===== src/rtl/dcache_lsu.sv =====
// Load/store unit: computes the effective address, splits misaligned half/word
// accesses into ascending byte accesses, and merges/extends load data.
module dcache_lsu #(
  parameter int DATABITS    = 32,
  parameter int ADDRBITS    = 32,
  parameter int TIMEOUTBITS = 8,
  parameter int MAXWAIT     = 'd255
) (
  input  logic                clk,
  input  logic                reset,
  input  logic                lsu_start,
  input  logic                lsu_store,
  input  logic [2:0]          lsu_funct3,
  input  logic [ADDRBITS-1:0] lsu_base,
  input  logic [11:0]         lsu_offset,
  input  logic [DATABITS-1:0] lsu_wdata,
  output logic                lsu_busy,
  output logic                lsu_done,
  output logic                lsu_error,
  output logic [DATABITS-1:0] lsu_rdata,
  output logic [ADDRBITS-1:0] dcache_addr,
  output logic [DATABITS-1:0] dcache_in,
  output logic [1:0]          dcache_wordlen,
  output logic                dcache_rdreq,
  output logic                dcache_wrreq,
  input  logic [DATABITS-1:0] dcache_out,
  input  logic                dcache_out_valid
);

  // Core handshake: lsu_start is sampled only while idle (lsu_busy=0); the
  // request completes with a single-cycle lsu_done, with lsu_error/lsu_rdata
  // valid in that cycle. A start while busy is dropped, not queued.
  localparam logic [1:0] S_IDLE  = 2'd0;
  localparam logic [1:0] S_ISSUE = 2'd1;
  localparam logic [1:0] S_WAIT  = 2'd2;
  localparam logic [1:0] S_DONE  = 2'd3;

  localparam logic [TIMEOUTBITS-1:0] WAIT_LAST = TIMEOUTBITS'(MAXWAIT - 1);

  logic [1:0]             state;
  logic                   store_q;
  logic [2:0]             funct3_q;
  logic [DATABITS-1:0]    wdata_q;
  logic [1:0]             sub_idx;
  logic [1:0]             last_idx;
  logic [TIMEOUTBITS-1:0] wait_cnt;
  logic [DATABITS-1:0]    merge_q;

  logic [ADDRBITS-1:0] ea;
  logic                legal;
  logic                misaligned;
  logic [1:0]          start_len;
  logic [1:0]          start_last;
  logic [DATABITS-1:0] start_in;
  logic [1:0]          next_idx;
  logic [7:0]          next_byte;
  logic [7:0]          lane_byte;
  logic [15:0]         lane_half;
  logic [DATABITS-1:0] merge_next;
  logic                last_sub;

  function automatic logic [31:0] extend(input logic [2:0] f3, input logic [31:0] m);
    logic [31:0] r;
    case (f3)
      3'b000:  r = {{24{m[7]}}, m[7:0]};
      3'b001:  r = {{16{m[15]}}, m[15:0]};
      3'b100:  r = {24'h0, m[7:0]};
      3'b101:  r = {16'h0, m[15:0]};
      default: r = m;
    endcase
    return r;
  endfunction

  always_comb begin
    ea = lsu_base + {{(ADDRBITS-12){lsu_offset[11]}}, lsu_offset};
    legal = 1'b0;
    case (lsu_funct3)
      3'b000, 3'b001, 3'b010: legal = 1'b1;
      3'b100, 3'b101:         legal = !lsu_store;
      default:                legal = 1'b0;
    endcase
    misaligned = ((lsu_funct3[1:0] == 2'b01) && ea[0]) ||
                 ((lsu_funct3[1:0] == 2'b10) && (ea[1:0] != 2'b00));
    start_len  = misaligned ? 2'b00 : lsu_funct3[1:0];
    start_last = 2'd0;
    if (misaligned) start_last = (lsu_funct3[1:0] == 2'b10) ? 2'd3 : 2'd1;
    // Misaligned accesses begin with byte 0; aligned ones replicate across lanes.
    if (misaligned || lsu_funct3[1:0] == 2'b00) start_in = {4{lsu_wdata[7:0]}};
    else if (lsu_funct3[1:0] == 2'b01)          start_in = {2{lsu_wdata[15:0]}};
    else                                        start_in = lsu_wdata;
  end

  always_comb begin
    next_idx  = sub_idx + 2'd1;
    next_byte = wdata_q[{next_idx, 3'b000} +: 8];
    lane_byte = dcache_out[{dcache_addr[1:0], 3'b000} +: 8];
    lane_half = dcache_out[{dcache_addr[1], 4'b0000} +: 16];
    last_sub  = (sub_idx == last_idx);
    merge_next = merge_q;
    case (dcache_wordlen)
      2'b00:   merge_next[{sub_idx, 3'b000} +: 8] = lane_byte;
      2'b01:   merge_next = {16'h0, lane_half};
      default: merge_next = dcache_out;
    endcase
  end

  always_ff @(posedge clk) begin
    if (reset) begin
      state          <= S_IDLE;
      store_q        <= 1'b0;
      funct3_q       <= 3'b000;
      wdata_q        <= '0;
      sub_idx        <= 2'd0;
      last_idx       <= 2'd0;
      wait_cnt       <= '0;
      merge_q        <= '0;
      lsu_error      <= 1'b0;
      lsu_rdata      <= '0;
      dcache_addr    <= '0;
      dcache_in      <= '0;
      dcache_wordlen <= 2'b00;
    end else begin
      case (state)
        S_IDLE: begin
          if (lsu_start) begin
            store_q  <= lsu_store;
            funct3_q <= lsu_funct3;
            wdata_q  <= lsu_wdata;
            sub_idx  <= 2'd0;
            merge_q  <= '0;
            if (legal) begin
              dcache_addr    <= ea;
              dcache_wordlen <= start_len;
              last_idx       <= start_last;
              if (lsu_store) dcache_in <= start_in;
              state <= S_ISSUE;
            end else begin
              lsu_error <= 1'b1;
              state     <= S_DONE;
            end
          end
        end
        S_ISSUE: begin
          if (store_q) begin
            if (last_sub) begin
              lsu_error <= 1'b0;
              state     <= S_DONE;
            end else begin
              sub_idx     <= next_idx;
              dcache_addr <= dcache_addr + 1'b1;
              dcache_in   <= {4{next_byte}};
            end
          end else begin
            wait_cnt <= '0;
            state    <= S_WAIT;
          end
        end
        S_WAIT: begin
          if (dcache_out_valid) begin
            merge_q <= merge_next;
            if (last_sub) begin
              lsu_rdata <= extend(funct3_q, merge_next);
              lsu_error <= 1'b0;
              state     <= S_DONE;
            end else begin
              sub_idx     <= next_idx;
              dcache_addr <= dcache_addr + 1'b1;
              state       <= S_ISSUE;
            end
          end else if (wait_cnt == WAIT_LAST) begin
            // The counter has spent MAXWAIT cycles in WAIT: give up.
            lsu_rdata <= '0;
            lsu_error <= 1'b1;
            state     <= S_DONE;
          end else begin
            wait_cnt <= wait_cnt + 1'b1;
          end
        end
        default: state <= S_IDLE;
      endcase
    end
  end

  assign lsu_busy     = (state != S_IDLE);
  assign lsu_done     = (state == S_DONE);
  assign dcache_rdreq = (state == S_ISSUE) && !store_q;
  assign dcache_wrreq = (state == S_ISSUE) && store_q;

endmodule

===== config.mk =====
export PLATFORM = sky130hd
export DESIGN_NAME = dcache_lsu
export DESIGN_NICKNAME = d
export VERILOG_FILES = /design/src/rtl/dcache_lsu.sv
export SDC_FILE = /design/constraint.sdc
export NUM_CORES = 1
export LEC_CHECK = 0
export BUFFER_PORTS_ARGS = -buffer_cell sky130_fd_sc_hd__buf_2
export CORE_UTILIZATION = 55
export CTS_BUF_LIST = sky130_fd_sc_hd__clkbuf_4
export DETAILED_ROUTE_END_ITERATION = 10
export PLACE_DENSITY = 0.82
export SKIP_LAST_GASP = 1
export SLEW_MARGIN = 10
export SYNTH_ARGS = -nofsm -noshare
export SYNTH_HDL_FRONTEND = slang
export SYNTH_SLANG_ARGS = --single-unit

===== constraint.sdc =====
create_clock -name clk -period 4.6 [get_ports clk]
set_input_delay 0.92 -clock clk [delete_from_list [all_inputs] [get_ports clk]]
set_output_delay 0.92 -clock clk [all_outputs]
set_load 0.01 [all_outputs]

==> results of run 1 <==
-- layout make-up --
class | count | area share [%]
Inverter | 36 | 1.06
Timing Repair Buffer | 237 | 9.69
Clock inverter | 15 | 0.834
Sequential cell | 181 | 28.4
Clock buffer | 17 | 1.00
Multi-Input combinational cell | 1143 | 56.3
Tap cell | 270 | 2.65
Antenna cell | 2 | 0.0392
-- worst register-to-register path: stages (launching register included) --
cell and delay [ps]:
dfxtp_1 340, buf_4 240, inv_1 150, ha_1 760, and4b_1 500, a221o_1 250
nand4_1 100, a21oi_1 150, o21a_1 530, a22oi_1 130, nor2_1 130
-- layout by cell type (no fill, tap or decap), types with 12 or more instances in the layout --
| cell type | Yosys | layout |
|---|---|---|
| clkbuf_4 | 0 | 17 |
| inv_1 | 33 | 33 |
| mux2i_1 | 23 | 23 |
| a221oi_1 | 22 | 22 |
| nand4_1 | 19 | 19 |
| a22oi_1 | 58 | 58 |
| nand2_1 | 192 | 192 |
| nor2b_1 | 21 | 21 |
| mux4_2 | 16 | 16 |
| a21oi_1 | 141 | 140 |
| xor2_1 | 12 | 12 |
| buf_2 | 17 | 217 |
| o21ai_0 | 76 | 76 |
| o22ai_1 | 17 | 17 |
| nand3_1 | 31 | 31 |
| a21o_1 | 20 | 20 |
| nor3_1 | 36 | 36 |
| or2_2 | 15 | 15 |
| buf_4 | 1 | 20 |
| dfxtp_1 | 181 | 181 |
| nor2_1 | 166 | 166 |
| ha_1 | 43 | 43 |
| o21ai_1 | 15 | 14 |
| a211oi_1 | 26 | 26 |
| a311oi_1 | 17 | 17 |
-- layer usage --
layer,GRT usage (%),routed length (um)
met1,42.2,14700
met5,0,13
met3,8.53,3460
met4,15.1,1310
met2,49.4,15700
-- registers in the layout (all words and copies together), names as in the netlist --
name,cells
dcache_addr,32
dcache_in,32
dcache_wordlen,2
funct3_q,3
last_idx,2
lsu_error,1
lsu_rdata,32
merge_q,32
state,2
store_q,1
sub_idx,2
wait_cnt,8
wdata_q,32
-- power by group --
group	internal (W)	switching, W
Sequential	0.00195	0.000373
Combinational	0.00148	0.00266
Clock	0.000217	0.000601
-- worst min-delay path by stage --
stage	from	end	slack (ps)	depth (start not counted)
final	wdata_q[23]$_SDFFE_PP0P_	wdata_q[23]$_SDFFE_PP0P_	460	2
after global routing	wdata_q[0]$_SDFFE_PP0P_	wdata_q[0]$_SDFFE_PP0P_	480	2
after CTS	wdata_q[0]$_SDFFE_PP0P_	wdata_q[0]$_SDFFE_PP0P_	470	2
after detailed placement	wdata_q[0]$_SDFFE_PP0P_	wdata_q[0]$_SDFFE_PP0P_	450	2
after global placement	merge_q[15]$_SDFFE_PP0P_	merge_q[15]$_SDFFE_PP0P_	440	2
after floorplan	merge_q[15]$_SDFFE_PP0P_	merge_q[15]$_SDFFE_PP0P_	430	2
-- cell families after synthesis --
| family | Yosys count |
|---|---|
| AND/OR/NAND/NOR | 550 |
| AO/OA/AOI/OAI | 485 |
| flip-flops | 181 |
| buffers and inverters | 141 |
| adder cells (fa/ha/maj) | 44 |
| multiplexers | 41 |
| XOR/XNOR | 23 |
-- metrics by stage --
| stage | hold slack, ps | cell area, um2 |
|---|---|---|
| 2_1_floorplan | 432 | 11300 |
| 6_report | 464 | 12800 |
| 3_3_place_gp | 441 | 12500 |
| 5_1_grt | 484 | 12700 |
| 3_5_place_dp | 446 | 12500 |
| 4_1_cts | 465 | 12700 |
==> metrics.md, run 1 <==
| Metric | Value |
|---|---|
| Status | finished, final reports clean |
| Count of state elements after synthesis | roughly 180 |
| Share of layout cells above drive strength 1 | between 10% and 20% |
| Hpwl dp | around 26000 um |
| GRT Util Overall | around 32% |
| Syn_nets | about 1600 |
| Port bufs | about 220 |
| Post-layout util | 63.0% |
| Hold Violations, Final | 0 |
| Congestion Overflow GR | 0 |
| # Max-Cap Violations | 0 |
| Fmax | 299 MHz |
| Cell count after placement | approximately 1900 |
| Fill cells | 1852 |
| Starting Density | a little under three fifths |
| Worst Hold Class | register to register |
| Synth warn | 0 |
| Post-route ant nets | 0 |
| Mux cell area share after synthesis | under 10% |
| Clock-pin slew on the worst setup and hold paths | about 150 ps |
| Setup-failing EPs final | 0 |
| Yosys cell types | between 80 and 90 |
| Multi-input logic area | 0.00718 mm2 |
| CP peak stage delay | approximately 760 ps |
| DR vias/cell | 6.36 |
| Post-cts resize count | 0 |
| Post-synthesis cell count | 1465 |
| Synth Area in XOR/XNOR | 1.78% |
| Post-synthesis async set-or-reset flop share | 0% |
| Site row count | 52 |
| Num CTS Buffers | 17 |
| Data arrival time of the critical path | between 3000 and 4000 ps |
| Setup TNS | 0 ps |
| Remaining DRCs | 0 |
| WL final | approximately 35000 um |
| Synth area leaders | dfxtp_1 (32%), nand2_1 (6.4%), a21oi_1 (6.2%), nor2_1 (5.5%), ha_1 (4.7%) |
| R2R depth | 10 |
| CTS tree | done |
| Critical path's top delay family | compound AO/OA/AOI/OAI gates |
| FF-to-FF End | lsu_rdata[23]$_SDFFE_PP0P_ |
| R2R Setup Slk | 1260 ps |
| Clock latency on the worst-skew pair | about 610 ps |
| Post-Synth Simple-Gate Area | about 23% |
| Tightest Pin Transition | 1260 ps |
| Power per Cell Area | roughly 570 mW/mm2 |
| Overall Power | around 0.0073 W |
| Worst setup margin | around 1300 ps |
| Critical Path Source Type | register |
| Mapped Area | ~0.011 mm2 |
| LEAKAGE | between 5 and 6 nW |
| Yosys top cell area share | between 30% and 40% |
| Number of synthesized flops with an enable pin | 0 |
| Storage element area | between 0.003 and 0.004 mm2 |
| Post-synthesis sequential area ratio | between 30% and 40% |
| H-tree depth | 4 |
| Num ports | ~220 |
| Crit-path slowest cell | ha_1 |
| Critical path type | register to register |
| Crit-path cells | buf_4 -> inv_1 -> ha_1 -> and4b_1 -> a221o_1 -> nand4_1 -> a21oi_1 -> o21a_1 -> a22oi_1 -> nor2_1 |
| WL per Instance | about 18 um |
| Die ar. | 0.0212 mm2 |
| Clk root buf | clkbuf_4 |
| CTS Sinks | between 150 and 200 |
| Detailed Route Iter0 Violations | approximately 1100 |
| Syn avg cell area | 7.74 um2 |
| Area grow syn2layout | 12.4% |
| R2r startpoint | sub_idx[0]$_SDFFE_PP0P_ |
| Largest net degree at the start of global routing | between 80 and 90 |
| CTS Buffer Depth | 2 |
| Final Slew Violations | 0 |
| Initial antenna violation count | 2 |
| Final worst-path cycle share | between 70 and 80% |
| CP endpoint | lsu_rdata[23]$_SDFFE_PP0P_ |
| DIE WIDTH | approximately 150 um |
| Count leader, synth | nand2_1 |
| Post-synth top area cell | dfxtp_1 |
| Vias in the first global route | ~11000 |
| WP depth | 10 |
| Max Fanout on Critical Path | 16 |
| Pre-CTS setup slack | ~940 ps |
| Critical path launch point | sub_idx[0]$_SDFFE_PP0P_ |
| # hold bufs at CTS | 0 |
| Compound-Gate Fraction of Synth Area | between 20% and 30% |
| Clk_skew | ~30 ps |
| Fin nets | approximately 1800 |
| Final weighted congestion in routability-driven placement | 0.999 |
| Fin cells | approximately 1900 |
| First-pass GRT wire length | ~56000 um |
| RSZ-0062 raised after global routing | false |
| Post-CTS Setup Bufs | 0 |
| Max_slew headroom | about 16% |
| Final Critical Period | ~3300 ps |
| Dominant combinational cell family by area after synthesis | compound AO/OA/AOI/OAI gates |
| Adder-cell share of the synthesized area | a little under 5% |
| Synth top cells by count | nand2_1 (192), dfxtp_1 (181), nor2_1 (166), a21oi_1 (141), clkbuf_1 (81) |
| Main synth FF type | dfxtp_1 |
| Routed vias | between 10000 and 15000 |
| Buf/Inv on CP | 2 |
| Worst setup EP type | register |
| Placeable Area | between 0.02 and 0.025 mm2 |
| Critical Path RT | approximately 5000 ps |
| TritonRoute pass-1 iters | 6 |
| Die Span Y | around 150 um |
| Max IR drop VDD | 0.000470 V |
No activity file was read; power rests on OpenSTA's default activity.
==> inputs of run 2 (changes only) <==
- CORE_UTILIZATION: 55 -> 52
- clock period: 4.6 -> 2.9 ns (I/O delays scaled with it)
==> metrics.md, run 2 (same netlist as run 1, synthesis figures left out) <==
| Metric | Value |
|---|---|
| Status | finished, final reports clean |
| Met3 usage | under 10% |
| Site row count | 53 |
| Share of layout cells above drive strength 1 | ~22% |
| Power per Cell Area | approximately 900 mW/mm2 |
| Port bufs | roughly 220 |
| WL final | between 30000 and 40000 um |
| Final worst-path cycle share | 92.2% |
| Tightest Pin Transition | approximately 890 ps |
| Remaining DRCs | 0 |
| Worst setup EP type | register |
| Clk_skew | around 28 ps |
| WL per Instance | ~18 um |
| Fin nets | between 1500 and 2000 |
| Final Slew Violations | 0 |
| Storage element area | 0.00362 mm2 |
| Hold Violations, Final | 0 |
| Fmax | roughly 370 MHz |
| RSZ-0062 raised after global routing | false |
| Vias in the first global route | around 11000 |
| Starting Density | approximately 53% |
| Post-route cell area | approximately 0.013 mm2 |
| Critical Path Source Type | register |
| Routed vias | roughly 12000 |
| CTS Sinks | 181 |
| First-pass GRT wire length | approximately 56000 um |
| CTS tree | done |
| # Max-Cap Violations | 0 |
| Most common cell after layout, fill and taps aside | buf_2 |
| TritonRoute pass-1 iters | 6 |
| Final Critical Period | 2670 ps |
| GR Layer Usage met2 | 49.1% |
| Die Span Y | roughly 150 um |
| Setup-failing EPs final | 0 |
| H-tree depth | 4 |
| Max Fanout on Critical Path | 8 |
| # hold bufs at CTS | 0 |
| Initial antenna violation count | 4 |
| CTS Buffer Depth | 2 |
| Worst Hold Class | input port to register |
| Multi-input logic area | between 0.007 and 0.008 mm2 |
| Critical path type | register to register |
| Post-cts resize count | 0 |
| Placeable Area | 0.0212 mm2 |
| Grt peak-use layer | met2 |
| DIE WIDTH | approximately 150 um |
| LEAKAGE | 5.49 nW |
| Fin cells | between 1500 and 2000 |
| Fill cells | 1910 |
| Die ar. | 0.0224 mm2 |
| Largest net degree at the start of global routing | about 110 |
| Post-CTS Setup Bufs | 0 |
| Congestion Overflow GR | 0 |
| Max IR drop VDD | between 0.0006 and 0.0007 V |
| Critical Path RT | 3460 ps |
| Final weighted congestion in routability-driven placement | 0.971 |
| Post-route ant nets | 0 |
| Clock-pin slew on the worst setup and hold paths | approximately 170 ps |
| Max_slew headroom | roughly two fifths |
| Cell count after placement | ~1900 |
| Cell Area, Placed | 0.0129 mm2 |
| Area grow syn2layout | 16.4% |
| Num ports | ~220 |
| Data arrival time of the critical path | around 3200 ps |
| Hpwl dp | ~26000 um |
| Most frequent cells in the layout | buf_2 (217), nand2_1 (192), dfxtp_1 (181) |
| Detailed Route Iter0 Violations | approximately 1100 |
| Clk root buf | clkbuf_4 |
| DR vias/cell | just over 6 |
| Grt met1 use | 41.4% |
| GRT Util Overall | between 30% and 40% |
| Clock latency on the worst-skew pair | just over 600 ps |
| Num CTS Buffers | 17 |
==> run 2: metrics by stage <==
step                      utilization, %  hold WS [ps]  TNS, ps  power (W)  setup WS, ps
after floorplan                        -           432        0    0.00820           153
after global placement              60.9           440     -201     0.0103          -102
after detailed placement            60.9           445     -344     0.0104          -116
after CTS                           62.2           181        0     0.0118           149
after global routing                62.2           179        0     0.0128          21.9
final                               62.2           211        0     0.0119           227
==> run 2: worst max-delay path, cell delays in order, from the launching register on <==
cell     delay, ps
dfxtp_1        410
inv_1           90
ha_1           300
nor2b_1        200
nor4_2         380
and3_1         350
nand2_2        160
or3_1          340
or3_1          320
nand3_1         80
==> run 2: final cells by class <==
type | count | share of cell area [%]
clock buffers | 17 | 0.967
flip-flops and latches | 181 | 27.4
well taps | 275 | 2.61
clock inverters | 15 | 1.08
inverters | 36 | 1.02
repair buffers | 286 | 12.4
diodes | 2 | 0.0379
multi-input cells | 1143 | 54.4
==> run 2: path summary, 6_finish.rpt <==
kind                                          startpoint                      endpoint  slack (ps)  cells after the start
worst max-delay path               state[0]$_SDFFE_PP0P_  dcache_addr[30]$_SDFFE_PP0P_         230                      9
worst min-delay path                       lsu_wdata[30]      wdata_q[30]$_SDFFE_PP0P_         210                      3
worst max register to register     state[0]$_SDFFE_PP0P_  dcache_addr[30]$_SDFFE_PP0P_         230                      9
worst min register to register  wdata_q[23]$_SDFFE_PP0P_      wdata_q[23]$_SDFFE_PP0P_         460                      2
==> run 2: report_power, final <==
group          switching [W]  internal [W]  leakage [nW]  total, W
combinational        0.00428       0.00255          3.88   0.00683
sequential          0.000548       0.00310          1.48   0.00365
clock                0.00102      0.000377         0.138   0.00139
total                0.00584       0.00603          5.49    0.0119
==> run 2: layer usage <==
metal	wire length (um)	part of all wire, %
met2	15900	46
met5	26	0.074
met3	3180	9.1
met1	14900	43
met4	896	2.6
